### src/rtl/eth_pkg.sv
// rtl/eth_pkg.sv - shared constants, state enum and helpers for the eth transmit arbiter
//
// Contents:
//   REQ_*        requester index of each packet source (index 0 = highest priority)
//   arb_state_e  arbiter state encoding
//   sat_inc8     saturating 8-bit increment used by the error counter
package eth_pkg;

  localparam int REQ_ARP_RESP = 0;
  localparam int REQ_ARP_REQ  = 1;
  localparam int REQ_UDP      = 2;
  localparam int REQ_CMD_ACK  = 3;

  typedef enum logic [1:0] {
    ST_IDLE  = 2'd0,
    ST_GRANT = 2'd1,
    ST_BUSY  = 2'd2,
    ST_GAP   = 2'd3
  } arb_state_e;

  function automatic logic [7:0] sat_inc8(input logic [7:0] v);
    return (v == 8'hFF) ? v : v + 8'd1;
  endfunction

endpackage

### src/rtl/eth_prio_pick.sv
// rtl/eth_prio_pick.sv - combinational lowest-index one-hot picker
//
// Ports:
//   i_vec     in   N  candidate vector
//   o_onehot  out  N  lowest set bit of i_vec, or 0 when i_vec is 0
module eth_prio_pick #(
  parameter int N = 4
) (
  input  logic [N-1:0] i_vec,
  output logic [N-1:0] o_onehot
);

  // Two's-complement trick: v & -v isolates the lowest set bit.
  assign o_onehot = i_vec & (~i_vec + {{(N-1){1'b0}}, 1'b1});

endmodule

### src/rtl/eth_tx_arbiter.sv
// rtl/eth_tx_arbiter.sv - packet-granular arbiter sharing the eth_send transmit path
//
// Ports:
//   clk        in   1     system clock
//   rst_n      in   1     asynchronous active-low reset
//   i_req      in   NREQ  level request per source, held until its o_ack bit
//   i_tx_sop   in   1     start-of-packet pulse from eth_send
//   i_tx_eop   in   1     end-of-packet pulse from eth_send
//   o_gnt      out  NREQ  one-hot grant driving the eth_send type/target mux
//   o_gnt_vld  out  1     a grant is held (GRANT or BUSY)
//   o_ack      out  NREQ  one-cycle pulse on the granted bit after sop
//   o_done     out  NREQ  one-cycle pulse on the granted bit after eop
//   o_abort    out  1     one-cycle pulse when the watchdog fires
//   o_err_cnt  out  8     saturating count of aborts plus spurious sops
module eth_tx_arbiter
  import eth_pkg::*;
#(
  parameter int NREQ       = 4,
  parameter int STARVE_LIM = 8,
  parameter int WDOG_CYC   = 200000,
  parameter int GAP_CYC    = 16
) (
  input  logic            clk,
  input  logic            rst_n,
  input  logic [NREQ-1:0] i_req,
  input  logic            i_tx_sop,
  input  logic            i_tx_eop,
  output logic [NREQ-1:0] o_gnt,
  output logic            o_gnt_vld,
  output logic [NREQ-1:0] o_ack,
  output logic [NREQ-1:0] o_done,
  output logic            o_abort,
  output logic [7:0]      o_err_cnt
);

  localparam int WDW = $clog2(WDOG_CYC + 1);
  localparam int GPW = $clog2(GAP_CYC + 1);
  localparam int STW = $clog2(STARVE_LIM + 1);

  localparam logic [WDW-1:0] WDOG_LAST  = WDW'(WDOG_CYC);
  localparam logic [GPW-1:0] GAP_LAST   = GPW'(GAP_CYC - 1);
  localparam logic [STW-1:0] STARVE_MAX = STW'(STARVE_LIM);

  arb_state_e      state_q, state_d;
  logic [NREQ-1:0] req_q, req_d;
  logic [NREQ-1:0] gnt_q, gnt_d;
  logic            gnt_vld_q, gnt_vld_d;
  logic [NREQ-1:0] ack_q, ack_d;
  logic [NREQ-1:0] done_q, done_d;
  logic            abort_q, abort_d;
  logic [7:0]      err_cnt_q, err_cnt_d;
  logic [WDW-1:0]  wdog_q, wdog_d;
  logic [GPW-1:0]  gap_q, gap_d;
  logic [STW-1:0]  wait_q [NREQ];
  logic [STW-1:0]  wait_d [NREQ];

  logic [NREQ-1:0] starved;
  logic [NREQ-1:0] starved_pick;
  logic [NREQ-1:0] active_pick;
  logic [NREQ-1:0] winner;

  // Requests are registered once so that arbitration never depends
  // combinationally on the sources; this is the first of the two
  // request-to-grant cycles.
  always_comb begin
    starved = '0;
    for (int i = 0; i < NREQ; i++) begin
      starved[i] = req_q[i] && (wait_q[i] >= STARVE_MAX);
    end
  end

  eth_prio_pick #(.N(NREQ)) u_pick_starved (
    .i_vec    (starved),
    .o_onehot (starved_pick)
  );

  eth_prio_pick #(.N(NREQ)) u_pick_active (
    .i_vec    (req_q),
    .o_onehot (active_pick)
  );

  assign winner = (|starved) ? starved_pick : active_pick;

  always_comb begin
    state_d   = state_q;
    req_d     = i_req;
    gnt_d     = gnt_q;
    gnt_vld_d = gnt_vld_q;
    ack_d     = '0;
    done_d    = '0;
    abort_d   = 1'b0;
    err_cnt_d = err_cnt_q;
    wdog_d    = wdog_q;
    gap_d     = gap_q;
    for (int i = 0; i < NREQ; i++) begin
      wait_d[i] = wait_q[i];
    end

    case (state_q)
      ST_IDLE: begin
        if (i_tx_sop) begin
          err_cnt_d = sat_inc8(err_cnt_q);
        end
        if (|req_q) begin
          state_d   = ST_GRANT;
          gnt_d     = winner;
          gnt_vld_d = 1'b1;
          wdog_d    = '0;
          for (int i = 0; i < NREQ; i++) begin
            if (winner[i]) wait_d[i] = '0;
          end
        end
      end

      ST_GRANT: begin
        if (i_tx_sop) begin
          ack_d  = gnt_q;
          wdog_d = '0;
          // Every other pending source has now lost one more packet.
          for (int i = 0; i < NREQ; i++) begin
            if (!gnt_q[i] && req_q[i] && (wait_q[i] < STARVE_MAX)) begin
              wait_d[i] = wait_q[i] + STW'(1);
            end
          end
          if (i_tx_eop) begin
            done_d    = gnt_q;
            gnt_d     = '0;
            gnt_vld_d = 1'b0;
            gap_d     = '0;
            state_d   = ST_GAP;
          end else begin
            state_d = ST_BUSY;
          end
        end else if ((req_q & gnt_q) == '0) begin
          // Source withdrew before eth_send started: release silently.
          gnt_d     = '0;
          gnt_vld_d = 1'b0;
          state_d   = ST_IDLE;
        end else if (wdog_q == WDOG_LAST) begin
          abort_d   = 1'b1;
          gnt_d     = '0;
          gnt_vld_d = 1'b0;
          err_cnt_d = sat_inc8(err_cnt_q);
          gap_d     = '0;
          state_d   = ST_GAP;
        end else begin
          wdog_d = wdog_q + WDW'(1);
        end
      end

      ST_BUSY: begin
        if (i_tx_eop) begin
          done_d    = gnt_q;
          gnt_d     = '0;
          gnt_vld_d = 1'b0;
          gap_d     = '0;
          state_d   = ST_GAP;
        end else if (wdog_q == WDOG_LAST) begin
          abort_d   = 1'b1;
          gnt_d     = '0;
          gnt_vld_d = 1'b0;
          err_cnt_d = sat_inc8(err_cnt_q);
          gap_d     = '0;
          state_d   = ST_GAP;
        end else begin
          wdog_d = wdog_q + WDW'(1);
        end
      end

      ST_GAP: begin
        if (i_tx_sop) begin
          err_cnt_d = sat_inc8(err_cnt_q);
        end
        if (gap_q == GAP_LAST) begin
          state_d = ST_IDLE;
        end else begin
          gap_d = gap_q + GPW'(1);
        end
      end

      default: state_d = ST_IDLE;
    endcase
  end

  always_ff @(posedge clk or negedge rst_n) begin
    if (!rst_n) begin
      state_q   <= ST_IDLE;
      req_q     <= '0;
      gnt_q     <= '0;
      gnt_vld_q <= 1'b0;
      ack_q     <= '0;
      done_q    <= '0;
      abort_q   <= 1'b0;
      err_cnt_q <= '0;
      wdog_q    <= '0;
      gap_q     <= '0;
      for (int i = 0; i < NREQ; i++) begin
        wait_q[i] <= '0;
      end
    end else begin
      state_q   <= state_d;
      req_q     <= req_d;
      gnt_q     <= gnt_d;
      gnt_vld_q <= gnt_vld_d;
      ack_q     <= ack_d;
      done_q    <= done_d;
      abort_q   <= abort_d;
      err_cnt_q <= err_cnt_d;
      wdog_q    <= wdog_d;
      gap_q     <= gap_d;
      for (int i = 0; i < NREQ; i++) begin
        wait_q[i] <= wait_d[i];
      end
    end
  end

  assign o_gnt     = gnt_q;
  assign o_gnt_vld = gnt_vld_q;
  assign o_ack     = ack_q;
  assign o_done    = done_q;
  assign o_abort   = abort_q;
  assign o_err_cnt = err_cnt_q;

endmodule

### config.mk
export PLATFORM = sky130hd
export DESIGN_NAME = eth_tx_arbiter
export DESIGN_NICKNAME = d
export VERILOG_FILES = /design/src/rtl/eth_pkg.sv /design/src/rtl/eth_prio_pick.sv /design/src/rtl/eth_tx_arbiter.sv
export SDC_FILE = /design/constraint.sdc
export NUM_CORES = 1
export LEC_CHECK = 0
export ABC_CLOCK_PERIOD_IN_PS = 6100
export BUFFER_PORTS_ARGS = -buffer_cell sky130_fd_sc_hd__buf_4
export CAP_MARGIN = 20
export CORE_UTILIZATION = 50
export CTS_BUF_LIST = sky130_fd_sc_hd__clkbuf_4 sky130_fd_sc_hd__clkbuf_8
export CTS_CLUSTER_DIAMETER = 100
export CTS_CLUSTER_SIZE = 16
export DETAILED_ROUTE_END_ITERATION = 6
export PLACE_DENSITY = 0.69
export SLEW_MARGIN = 20
export SYNTH_ARGS = -nofsm -noshare
export SYNTH_HDL_FRONTEND = slang
export SYNTH_SLANG_ARGS = --single-unit
### constraint.sdc
create_clock -name clk -period 6.1 [get_ports clk]
set_input_delay 0.61 -clock clk [delete_from_list [all_inputs] [get_ports clk]]
set_output_delay 0.61 -clock clk [all_outputs]
set_load 0.01 [all_outputs]
# Yosys cells after proc, flatten, opt, wreduce, memory -nomap -nowiden
# Cells that the tools add are included.
# classes
n_bitwise,5
reduce_logical,33
magnitude_cmp,8
eq_ne,24
n_addsub,9
mux,64
# ops
operator,n
$mux 18,5
$mux 4,19
$pmux 18 s3,1
$mux 8,6
$mux 16,2
$pmux 16 s2,1
$mux 5,6
$ne 2x2->1 const B,15
$add 4x1->4 const B,6
$pmux 8 s3,1
$reduce_and 5->1,4
$add 18x1->18 const B,1
$eq 18x18->1 const B,1
$ge 4x4->1 const B,4
$lt 4x4->1 const B,4
$pmux 5 s3,1
$and 4x4->4,3
$logic_and 1x1->1,12
$mux 2,6
$pmux 4 s3,1
$reduce_and 4->1,3
$mux 1,11
$add 8x1->8 const B,1
$eq 8x8->1 const B,1
20 further kinds,28
# word_totals
ff_bits,67
in_bits,8
wordCells,157

# Depth between registers and ports, before layout
# depth
word_depth,9
ltp_mapped,9
ltp_nobuf,7

# Cells and area by module
# Synthesis repeated with hierarchy kept, for this count alone.
# hier_totals
hier_cells,397
hier_area_um2,3942.5
# modules_own_cells
module,area_per_inst_um2,instances,cells_per_inst
eth_tx_arbiter,3870.0,1,389
eth_prio_pick,36.3,2,4

# Worst setup path before layout
# Ideal clock, no wire load.
# synth_path
kind,reg2reg
from,reg state_q[1]
to,reg wait_q[11] (netlist bit)
t_arrival_ps,2184
period_less_slack_ps,2262
path_stages_with_launch,9
t_required_ps,6022
path_slack_ps,3838
setup_ps,78
cell_sequence,dfrtp_1 -> inv_1 -> ha_1 -> buf_2 -> nand2_1 -> or4b_2 -> a221oi_2 -> a41oi_1 -> a21oi_1
# synth_via
elab_chain_len,3
elab_cells_between_ends,9
cone_classes,eq/ne: 5; mux: 1; reduce/logical: 3
# synth_rtl
item,line_no,source
start: declaration,eth_tx_arbiter.sv:44,"arb_state_e state_q, state_d;"
start signal: assignment,eth_tx_arbiter.sv:201,state_q <= state_d;
$eq 2x1->1 / $logic_not 2->1 (equally long branches),eth_tx_arbiter.sv:99,case (state_q)
$ne 2x2->1 (no source line) / $reduce_bool 2->1 (equally long branches),-,
$reduce_and 5->1 (no source line),-,
end signal: indexed assignment,eth_tx_arbiter.sv:212,wait_q[i] <= wait_d[i];
end: declaration,eth_tx_arbiter.sv:54,logic [STW-1:0] wait_q [NREQ];
# Several ways; a longest one is shown, not always the timed one.
# A chain may end at the register's enable or synchronous reset.

# Worst setup path after layout
# layout_path
from,reg state_q[1]
to,reg wdog_q[6]
# layout_via
elab_chain_len,3
elab_cells_between_ends,9
cone_classes,eq/ne: 5; mux: 1; reduce/logical: 3
# layout_rtl
item,line_no,source
"$eq 2x1->1, or another cell as far along",eth_tx_arbiter.sv:99,
"$ne 3x3->1 (no source line), or another cell as far along",-,
$reduce_and 4->1 (no source line),-,
end signal: assignment,eth_tx_arbiter.sv:209,wdog_q <= wdog_d;
end: declaration,eth_tx_arbiter.sv:52,"logic [WDW-1:0] wdog_q, wdog_d;"
# Several ways; a longest one is shown, not always the timed one.

==> results.json <==
{
  "ir_worst_vdd_uv": 264.6,
  "postCtsHoldBufs": 0,
  "cp_data_required_time_ns": 6.32,
  "hold_violations": 0,
  "critPathLaunchType": "flop",
  "synth_edf_count": 0,
  "start_util_pct": 52.74,
  "cts.sinks": 67,
  "cts-buffers-inserted": 9,
  "row_count": 30,
  "skew_ns": 0.01240,
  "yosys_register_bits": 67,
  "worstHoldPathType": "input pin to async pin",
  "crit_path_end_kind": "flop",
  "drtIter0Drc": 243,
  "cts_resized": 0,
  "period_needed_ns": 3.177,
  "crit_path_start": "state_q[1]",
  "status": "finished clean",
  "clkLatencyLatePin_ns": 0.34,
  "power.leakage_uw": 0.001835,
  "yosys_warnings": 0,
  "grt_max_degree": 68,
  "yosysUniqueCellTypes": 56,
  "syn_inst": 382,
  "r2r_cells": 6,
  "io_buffers": 29,
  "first_pass_iters": 5,
  "detail_route.wl_per_cell_microns": 15.97,
  "setup.worst_path.end": "wdog_q[6]",
  "max_cap_viol_count": 0,
  "ff_latch_area_sq_um": 1677,
  "dpl.hpwl_mm": 5.661,
  "die_area_sq_um": 7630,
  "nets": 434,
  "drt_wl_total_mm": 8.146,
  "worst-path-buf-inv": 1,
  "regToRegEndpoint": "wdog_q[6]",
  "synthesis.area_sq_um": 3642,
  "max_stage_delay_ns": 0.75,
  "n_antenna_cell": 0,
  "clockBufferDepth": 2,
  "tritoncts": "yes",
  "area_delta_synth_final_pct": 13.16,
  "drcViolationCount": 0,
  "slew_headroom_pct": 27.77,
  "synth_ff_type": "dfrtp_1",
  "viasPerCell": 6.059,
  "dieHeight_microns": 87.35,
  "final_common_cell": "dfrtp_1",
  "crit_family": "simple AND/OR/NAND/NOR gates",
  "vias": 3090,
  "slew_viol_final": 0,
  "ctsRootBufferMaster": "clkbuf_8",
  "clkTransAtPathRegs_ns": 0.08,
  "grt_pass1_vias": 2740,
  "grt_pass1_wl_mm": 13.83,
  "setup_viol": 0,
  "layout_common_cells": "dfrtp_1 (67), nand2_1 (31), o21ai_0 (29), buf_4 (29), nand3_1 (23)",
  "worstPathCellList": "inv_1 > ha_1 > nor2b_1 > o21a_1 > nand4b_1 > o41ai_1",
  "ant_nets": 0,
  "fin_crit_sh_pct": 52.08,
  "critPathMaxFanout": 27,
  "arrival_ns": 3.39,
  "grt_usage_pct": 23.58,
  "syn_nets": 407,
  "nFillCells": 639,
  "ys_seq_area_share_pct": 46.03,
  "rsz0062_at_grt": "false",
  "post_cts_buffers": 0,
  "place_congestion": 0.8459,
  "drive_gt1_share_pct": 12.08,
  "slowest_stage": "ha_1",
  "clock.fmax_mhz": 314.8,
  "core_sq_um": 6907,
  "cts.htree.levels": 3,
  "multi_input_area_sq_um": 1847,
  "pin_count": 30,
  "crit-reg2reg-launch": "state_q[1]",
  "reg2reg_slack_ns": 2.92,
  "dpl.cell_count": 494,
  "tightest_slew_ns": 1.076,
  "pwr_density_cell_nw_per_um2": 436.6,
  "async_reset_ff_share_pct": 100.0,
  "post_synth.cell_area_avg_sq_um": 9.535,
  "cp.depth": 6,
  "grt_overflow_total": 0,
  "instances_no_fill": 510,
  "dieWidth_microns": 87.35,
  "setup-tns-final_ns": 0,
  "criticalPathCategory": "flop to flop",
  "antenna_found_initial": 0
}
-- registers in the layout, indices dropped and copies added, names as in the netlist --
register,flops
o_abort,1
o_done,4
wait_q,16
state_q,2
gap_q,5
o_gnt,4
o_err_cnt,8
wdog_q,18
o_ack,4
req_q,4
o_gnt_vld,1
-- worst min path at each step --
stage	start	to	slack [ns]	cells past startpoint
finish	rst_n	wdog_q[11]	0.37	1
global placement	o_gnt_vld	o_gnt_vld	0.47	1
CTS	i_req[0]	req_q[0]	0.37	1
global route	i_req[0]	req_q[0]	0.36	1
floorplan	rst_n	gap_q[0]	0.31	0
detailed placement	o_gnt_vld	o_gnt_vld	0.47	1
-- synth_stat cells (5+ instances only) --
cell | n | area, sq um
nand2_1 | 31 | 116.4
a21o_1 | 5 | 37.54
o21ai_0 | 30 | 150.1
xnor2_1 | 6 | 52.55
or3_1 | 5 | 31.28
nor2b_1 | 5 | 31.28
nand3_1 | 23 | 115.1
a21oi_1 | 14 | 70.07
nor3_1 | 12 | 60.06
and3_1 | 14 | 87.58
o31ai_1 | 13 | 97.59
a22oi_1 | 6 | 45.04
ha_1 | 17 | 212.7
inv_1 | 18 | 67.56
clkbuf_1 | 10 | 37.54
nor2_1 | 22 | 82.58
nand4_1 | 8 | 50.05
dfrtp_1 | 67 | 1677
-- kinds of logic after synthesis --
| kind of cell | after synthesis | synth area share, % |
|---|---|---|
| buffers and inverters | 31 | 3.263 |
| AO/OA/AOI/OAI | 112 | 21.13 |
| multiplexers | 3 | 0.8931 |
| XOR/XNOR | 7 | 1.683 |
| adder cells (fa/ha/maj) | 17 | 5.840 |
| flip-flops | 67 | 46.03 |
| AND/OR/NAND/NOR | 145 | 21.16 |
-- worst register-to-register path: stages, from the launching register on --
cell      delay [ns]
dfrtp_1         0.46
inv_1           0.14
ha_1            0.75
nor2b_1         0.34
o21a_1          0.19
nand4b_1        0.61
o41ai_1         0.57
-- metal layers --
| layer | wire [microns] | part of all wire [%] | track usage, % | up-vias |
|---|---|---|---|---|
| li1 | - | - | - | 1489 |
| met1 | 3991 | 49 | 35.80 | 1497 |
| met2 | 3707 | 46 | 34.09 | 96 |
| met3 | 418 | 5.1 | 6.161 | 8 |
| met4 | 29 | 0.36 | 4.173 | 0 |
| met5 | 0 | 0 | 0 | - |
-- layout make-up --
class	count	share of cell area (%)
clock inverters	7	1.670
clock buffers	9	3.005
repair buffers	29	5.282
inverters	18	1.639
flip-flops and latches	67	40.68
multi-input cells	284	44.81
well taps	96	2.914
-- report_power, final --
group	switching, uW	internal [uW]	total (uW)
Combinational	476	304	780
Sequential	118	542	660
Clock	172	187	359
-- stage by stage --
step	power [uW]	area, sq um	setup slack [ns]	util, %	hold slack, ns
5_1_grt	1951	4121	2.583	59.67	0.3559
4_1_cts	1809	4121	2.897	59.67	0.3708
3_3_place_gp	1424	3929	3.059	56.88	0.4691
2_1_floorplan	1205	3642	3.838	-	0.3144
3_5_place_dp	1441	3929	2.921	56.88	0.4734
6_report	1800	4121	2.923	59.67	0.3674
Power figures use the tool's default switching activity.
